**config.mk**
```make
export PLATFORM = sky130hd
export DESIGN_NAME = bch_decoder
export DESIGN_NICKNAME = d
export VERILOG_FILES = /design/src/rtl/bch_decoder.sv
export SDC_FILE = /design/constraint.sdc
export NUM_CORES = 1
export LEC_CHECK = 0
export ABC_AREA = 1
export BUFFER_PORTS_ARGS = -buffer_cell sky130_fd_sc_hd__buf_2
export CORE_ASPECT_RATIO = 1.75
export CORE_MARGIN = 2
export CORE_UTILIZATION = 45
export CTS_CLUSTER_DIAMETER = 100
export DETAILED_ROUTE_END_ITERATION = 10
export GPL_ROUTABILITY_DRIVEN = 0
export SYNTH_ARGS = -nofsm -noshare
export SYNTH_HDL_FRONTEND = slang
export SYNTH_SLANG_ARGS = --single-unit
```
**constraint.sdc**
```tcl
create_clock -name clk -period 5.5 [get_ports clk]
set_input_delay 1.1 -clock clk [delete_from_list [all_inputs] [get_ports clk]]
set_output_delay 1.1 -clock clk [all_outputs]
set_load 0.01 [all_outputs]
```
**src/rtl/bch_decoder.sv**
```systemverilog
// rtl/bch_decoder.sv - BCH(63,51) t=2 serial decoder: syndromes, inversion-free Chien search, serial/parallel output
module bch_decoder (
    input  logic        clk,
    input  logic        rst,
    input  logic        valid_in,
    output logic        ready_in,
    input  logic        data_in,
    output logic        valid_out,
    input  logic        ready_out,
    output logic        data_out,
    output logic        last_out,
    output logic [50:0] data_out_all,
    output logic [1:0]  err_cnt,
    output logic        uncorrectable
);

    typedef enum logic [1:0] {RECV, CALC, CHIEN, SEND} state_t;

    state_t      state, state_nxt;
    logic [62:0] rbuf;
    logic [50:0] flip;
    logic [50:0] out_sr;
    logic [5:0]  cnt;
    logic [5:0]  out_idx;
    logic [5:0]  s1, s3;
    logic [5:0]  l0, l1, l2;
    logic [1:0]  exp_deg, roots;
    logic        fail;

    logic [5:0]  s1_sq, s1_cube;
    logic        hit;
    logic        unc_w;
    logic [50:0] msg_w;

    // GF(64), p(x)=x^6+x+1: multiply by alpha is a shift with x^6 folded to x+1
    function automatic logic [5:0] mul_a(input logic [5:0] v);
        return {v[4:0], 1'b0} ^ {4'b0000, v[5], v[5]};
    endfunction

    function automatic logic [5:0] mul_a2(input logic [5:0] v);
        return mul_a(mul_a(v));
    endfunction

    function automatic logic [5:0] mul_a3(input logic [5:0] v);
        return mul_a(mul_a(mul_a(v)));
    endfunction

    // Squaring is linear in GF(2^m): bit i maps to alpha^(2i)
    function automatic logic [5:0] gf_sq(input logic [5:0] v);
        return ({6{v[0]}} & 6'h01) ^ ({6{v[1]}} & 6'h04) ^ ({6{v[2]}} & 6'h10)
             ^ ({6{v[3]}} & 6'h03) ^ ({6{v[4]}} & 6'h0C) ^ ({6{v[5]}} & 6'h30);
    endfunction

    function automatic logic [5:0] gf_mul(input logic [5:0] a, input logic [5:0] b);
        logic [5:0] p;
        p = 6'd0;
        for (int i = 5; i >= 0; i--) begin
            p = mul_a(p) ^ (b[i] ? a : 6'd0);
        end
        return p;
    endfunction

    assign s1_sq   = gf_sq(s1);
    assign s1_cube = gf_mul(s1_sq, s1);
    assign hit     = (exp_deg != 2'd0) && ((l0 ^ l1 ^ l2) == 6'd0);
    assign unc_w   = fail || (roots != exp_deg);
    // A failed decode hands back the raw received message, so the flip mask is dropped
    assign msg_w   = rbuf[62:12] ^ (unc_w ? 51'd0 : flip);

    assign ready_in = (state == RECV);
    assign data_out = out_sr[50];
    assign last_out = valid_out && (out_idx == 6'd50);

    always_ff @(posedge clk) begin
        if (rst) begin
            state <= RECV;
        end else begin
            state <= state_nxt;
        end
    end

    always_comb begin
        state_nxt = state;
        case (state)
            RECV:    if (valid_in && cnt == 6'd62) state_nxt = CALC;
            CALC:    state_nxt = CHIEN;
            CHIEN:   if (cnt == 6'd62) state_nxt = SEND;
            SEND:    if (valid_out && ready_out && out_idx == 6'd50) state_nxt = RECV;
            default: state_nxt = RECV;
        endcase
    end

    always_ff @(posedge clk) begin
        if (rst) begin
            cnt           <= 6'd0;
            s1            <= 6'd0;
            s3            <= 6'd0;
            valid_out     <= 1'b0;
            out_sr        <= 51'd0;
            out_idx       <= 6'd0;
            data_out_all  <= 51'd0;
            err_cnt       <= 2'd0;
            uncorrectable <= 1'b0;
        end else begin
            case (state)
                RECV: begin
                    if (valid_in) begin
                        rbuf <= {rbuf[61:0], data_in};
                        s1   <= mul_a(s1) ^ {5'd0, data_in};
                        s3   <= mul_a3(s3) ^ {5'd0, data_in};
                        cnt  <= (cnt == 6'd62) ? 6'd0 : cnt + 6'd1;
                    end
                end
                CALC: begin
                    // Locator S1 + S1^2 x + (S3+S1^3) x^2, pre-stepped to x = alpha^-62
                    l0    <= s1;
                    l1    <= mul_a(s1_sq);
                    l2    <= mul_a2(s3 ^ s1_cube);
                    roots <= 2'd0;
                    flip  <= 51'd0;
                    fail  <= (s1 == 6'd0) && (s3 != 6'd0);
                    if (s1 == 6'd0)
                        exp_deg <= 2'd0;
                    else if (s3 == s1_cube)
                        exp_deg <= 2'd1;
                    else
                        exp_deg <= 2'd2;
                    s1 <= 6'd0;
                    s3 <= 6'd0;
                    cnt <= 6'd0;
                end
                CHIEN: begin
                    if (hit) roots <= roots + 2'd1;
                    // Positions 62..12 arrive first; later hits land in parity and are not kept
                    if (cnt <= 6'd50) flip <= {flip[49:0], hit};
                    l1  <= mul_a(l1);
                    l2  <= mul_a2(l2);
                    cnt <= (cnt == 6'd62) ? 6'd0 : cnt + 6'd1;
                end
                SEND: begin
                    if (!valid_out) begin
                        uncorrectable <= unc_w;
                        err_cnt       <= unc_w ? 2'd0 : roots;
                        data_out_all  <= msg_w;
                        out_sr        <= msg_w;
                        out_idx       <= 6'd0;
                        valid_out     <= 1'b1;
                    end else if (ready_out) begin
                        out_sr <= {out_sr[49:0], 1'b0};
                        if (out_idx == 6'd50)
                            valid_out <= 1'b0;
                        else
                            out_idx <= out_idx + 6'd1;
                    end
                end
                default: ;
            endcase
        end
    end

endmodule

```
# Word level (Yosys, flattened, before mapping)
# Cells that the tools add are included.
# totals
reg_bits,269
out_inout_bits,58
# op_classes
add_sub_neg,3
magnitude_cmp,1
n_eq_ne,15
mux,34
bitwise_logic,33
n_reduce_logical,26
# op_table
cell,n
51-bit 2-to-1 mux,4
51-bit case mux with 2 select lines,1
6-bit by 2-bit bitwise XOR with 6-bit output,15
6-bit 2-to-1 mux,13
51-bit bitwise XOR,1
6-bit case mux with 2 select lines,4
6-bit bitwise XOR,8
6-bit case mux with 3 select lines,1
3-bit AND reduction,5
6-bit by 1-bit adder with 6-bit output (second input constant),2
6-bit equality test (second input constant),2
6-bit logical NOT,2
2-bit 2-to-1 mux,6
2-bit != test (second input constant),6
2-bit AND reduction,6
6-bit by 1-bit bitwise XOR with 6-bit output,2
2-bit case mux with 4 select lines,1
6-bit equality test,1
6-bit less-or-equal comparator (second input constant),1
1-bit logical AND,6
2-bit nonzero test,3
6-bit nonzero test,1
5-bit by 6-bit bitwise XOR with 6-bit output,1
3-bit by 5-bit bitwise XOR with 5-bit output,1
14 further kinds,19

# Logic depth before layout (Yosys ltp)
# depth
depth_word,20
ltp_mapped,16
ltp_nobuf,16

# Worst setup path before layout
# Ideal clock, no wire load.
# synth_path
path_kind,input -> register
from,input port rst
to,register rbuf[0] (enable)
setup_ns,0.484
arrival_time_ns,4.154
required_ns,5.016
path_slack_ns,0.862
path_stages,3
path_buffers,2
cell_sequence,clkbuf_1 clkbuf_1 nor2_1
# synth_between
elab_chain_len,2
# synth_lines
item,line_no,rtl
from (decl),4,"input logic rst,"
1-bit inverter (no source line),n/a,
3-bit AND reduction (no source line),n/a,
to (signal assigned),108,"rbuf <= {rbuf[61:0], data_in};"
to (decl),20,logic [62:0] rbuf;
# No other way between the ends.
# A chain may end at the register's enable or synchronous reset.

# Worst setup path after layout
# layout_path
from,register valid_out
to,output port last_out
# layout_between
elab_chain_len,1
# layout_lines
item,line_no,rtl
from (decl),8,"output logic valid_out,"
from (signal assigned),98,valid_out <= 1'b0;
from (signal assigned),147,valid_out <= 1'b1;
from (signal assigned),151,valid_out <= 1'b0;
1-bit logical AND,72,assign last_out = valid_out && (out_idx == 6'd50);
to (decl),11,"output logic last_out,"
# No other way between the ends.

==> impl_table.tex <==
\begin{tabular}{lr}
\hline
Metric & Value \\
\hline
\multicolumn{2}{l}{\textbf{Status}} \\
Outcome & complete, no violations \\
\multicolumn{2}{l}{\textbf{Placement}} \\
Sum of net half-perimeters after detailed placement & 16.6 mm \\
Cell total after placement & 1,739 \\
Quantity of I/O buffers inserted on ports & just over 60 \\
Placement Setup Slack & around 2.0 ns \\
Placed cell area & 0.0127 mm² \\
\multicolumn{2}{l}{\textbf{Worst setup path}} \\
CP peak stage delay & between 0.5 and 0.6 ns \\
Sum of buffers and inverters on the critical path & 3 \\
Data required time at the worst endpoint & approximately 4.4 ns \\
Signal arrival time at the worst endpoint & 2.55 ns \\
Max stage delay cell, worst path & inv\_2 \\
Worst Setup End Kind & output pin \\
Cell type group with the largest total delay on the critical path & buffers and inverters \\
Cells along the critical path & buf\_4 > inv\_2 > nor2\_1 > buf\_2 \\
Classification of the worst setup path & register to output pin \\
Largest fanout on the critical path & 55 \\
Launching element type of the critical path & register \\
\multicolumn{2}{l}{\textbf{Synthesis}} \\
Synth Flop Type & edfxtp\_1 \\
Top-area cell type share of the netlist area & about 34\% \\
Number of flip-flops and latches in the synthesized netlist & $\sim$270 \\
Cell count after synthesis & 1,408 \\
EDFF count, synth & 137 \\
Number of warning messages in the yosys log & 0 \\
Post-synthesis cell area & roughly 0.012 mm² \\
Avg Synthesized Cell Area & approximately 8.6 µm² \\
Sequential area share after synthesis & a little under three fifths \\
Fraction of registers with async set or reset after synthesis & 0\% \\
Number of nets produced by synthesis & about 1,400 \\
Cell type with the highest aggregate area in the netlist & edfxtp\_1 \\
Synth top area cells & edfxtp\_1 34\%, dfxtp\_1 22\%, nand2\_1 7.8\% \\
Number of distinct library cell variants in the gate-level netlist after synthesis & 34 \\
\multicolumn{2}{l}{\textbf{STA}} \\
Hold slack final & between 0.4 and 0.5 ns \\
Worst-margin pin slew & roughly 1.1 ns \\
Final hold violations & 0 \\
Number of max-slew violations in the final report & 0 \\
Max\_slew headroom & 27.6\% \\
Final-report setup violation count & 0 \\
Final worst-path setup slack & 1.85 ns \\
Fmax & about 270 MHz \\
Clock skew after layout & roughly 0.0094 ns \\
Setup\_tns & 0 ns \\
Share of the clock period used by the worst path after layout & between 60\% and 70\% \\
Clock period minus worst slack & around 3.6 ns \\
RSZ-0062 raised after global routing & false \\
\multicolumn{2}{l}{\textbf{Finish}} \\
Most frequent cells in the layout & 253 x nand2\_1, 216 x inv\_1, 188 x nor2\_1 \\
Synthesis-to-finish area growth & 11.4\% \\
Number of antenna diodes & 0 \\
Fill cells & $\sim$2,600 \\
Leading cell type in the layout, fill and taps excluded & nand2\_1 \\
Post-route cell area & between 0.01 and 0.015 mm² \\
Share of post-route cells with drive strength above 1 & between 8 and 9\% \\
Count of placed standard cells in the final layout, fillers left out & 1,787 \\
Post-layout nets & approximately 1,500 \\
Post-route core utilization & 50.9\% \\
\multicolumn{2}{l}{\textbf{Floorplan}} \\
IO Count & 63 \\
Number of placement rows & between 70 and 80 \\
Width of the die & between 100 and 150 µm \\
Effective utilization at floorplan & a little under half \\
Die Area & approximately 0.028 mm² \\
Die boundary height & around 220 µm \\
Core outline area & between 0.02 and 0.03 mm² \\
\multicolumn{2}{l}{\textbf{Detailed routing}} \\
DRC Markers & 0 \\
Antenna viol nets, final & 0 \\
Number of vias in the routed layout & a little under 9,000 \\
DRC violation total after the first TritonRoute iteration & 578 \\
Routed WL & between 20 and 30 mm \\
Wire length per cell after detailed routing & 14.4 µm \\
1st-pass router iterations & 5 \\
Via/cell ratio & 4.95 \\
\multicolumn{2}{l}{\textbf{Run}} \\
Max-cap violations & 0 \\
\multicolumn{2}{l}{\textbf{Clock tree}} \\
Hold buffers post-CTS & 0 \\
Clock buffer depth & 3 \\
Total of cells resized after clock tree synthesis & 0 \\
Clock-pin slew on the worst setup and hold paths & approximately 0.07 ns \\
Master cell of the clock root buffer & clkbuf\_16 \\
Buffer count from post-CTS setup fixing & 0 \\
Number of buffers created by CTS & 26 \\
H-tree depth & 1 \\
Clock tree from TritonCTS & built \\
Clk Latency, worst-skew pair & $\sim$0.53 ns \\
Total number of clock tree sinks & 269 \\
\multicolumn{2}{l}{\textbf{GRT}} \\
Overall overflow remaining after global route & 0 \\
Number of global-route vias before repair & roughly 8,500 \\
GRT Util Overall & 18.5\% \\
Maximum number of pins on one net before global-route repair & 74 \\
Wire length of the first global-routing pass & 42.6 mm \\
Antenna violations before repair & 0 \\
\multicolumn{2}{l}{\textbf{Pwr}} \\
Worst ir drop on vdd & $\sim$0.24 mV \\
Total leakage power & 6.37 nW \\
Post-route total power & between 4 and 5 mW \\
Ratio of total power to cell area & $\sim$300 mW/mm² \\
\multicolumn{2}{l}{\textbf{Worst hold path}} \\
Hold/Removal Path Class & register to register \\
\hline
\end{tabular}
routing by layer:
layer	GRT usage, %	up-vias	wire length [µm]
met1	21.9	4128	10600
met2	33.9	161	13500
met3	2.27	41	963
met5	0	-	0
li1	-	4520	-
met4	6.31	0	731
cells in the mapped netlist (all sizes together), types with 3 or more instances:
cell / instances
nand2: 255
or2: 4
nor2: 190
buf: 27
o21ai: 120
ha: 22
nor3b: 3
dfxtp: 132
edfxtp: 137
nand4: 4
inv: 218
clkbuf: 37
nand3: 35
a21oi: 126
xor2: 70
xnor2: 11
nor3: 3
final timing paths:
path	slack [ns]	to	startpoint	cells past startpoint
setup / recovery	1.85	last_out	valid_out$_SDFFE_PP0P_	4
hold / removal	0.42	rbuf[11]$_DFFE_PP_	rbuf[10]$_DFFE_PP_	0
setup reg to reg	2.31	out_sr[18]$_SDFFE_PP0P_	state[1]$_SDFFE_PP0P_	9
hold reg to reg	0.42	rbuf[11]$_DFFE_PP_	rbuf[10]$_DFFE_PP_	0
area by class of cell:
cell class,instances,area (µm²),share of cell area [%]
Timing Repair Buffer,71,378,2.79
Clock buffer,38,800,5.91
Sequential cell,269,6760,49.9
Multi-Input combinational cell,855,4290,31.7
Tap cell,324,405,3.00
Inverter,220,826,6.10
Clock inverter,10,77.6,0.573
report_power, final:
group | internal [mW] | switching (mW)
logic | 0.0237 | 0.0615
clock network | 1.06 | 0.762
registers | 2.12 | 0.0147
worst reg2reg max path, cell delays in order (launching register included):
cell	delay (ns)
dfxtp_1	0.40
ha_1	0.22
inv_1	0.12
nor2_8	0.62
inv_1	0.17
nand2_2	0.69
clkinv_1	0.20
buf_4	0.34
a21oi_1	0.23
a21oi_1	0.09
state kept, by name (all words and copies together), names as in the netlist, 6 cells and up:
name / count
cnt: 6
data_out_all: 51
flip: 51
l0: 6
l1: 6
l2: 6
out_idx: 6
out_sr: 51
rbuf: 63
s1: 6
s3: 6
cells by family after synthesis:
group	share of synthesized area [%]
AND/OR/NAND/NOR	16.3
buffers and inverters	9.24
flip-flops	55.6
AO/OA/AOI/OAI	10.7
XOR/XNOR	5.84
adder cells (fa/ha/maj)	2.27
Note: power is estimated with default switching activity, not from simulation.
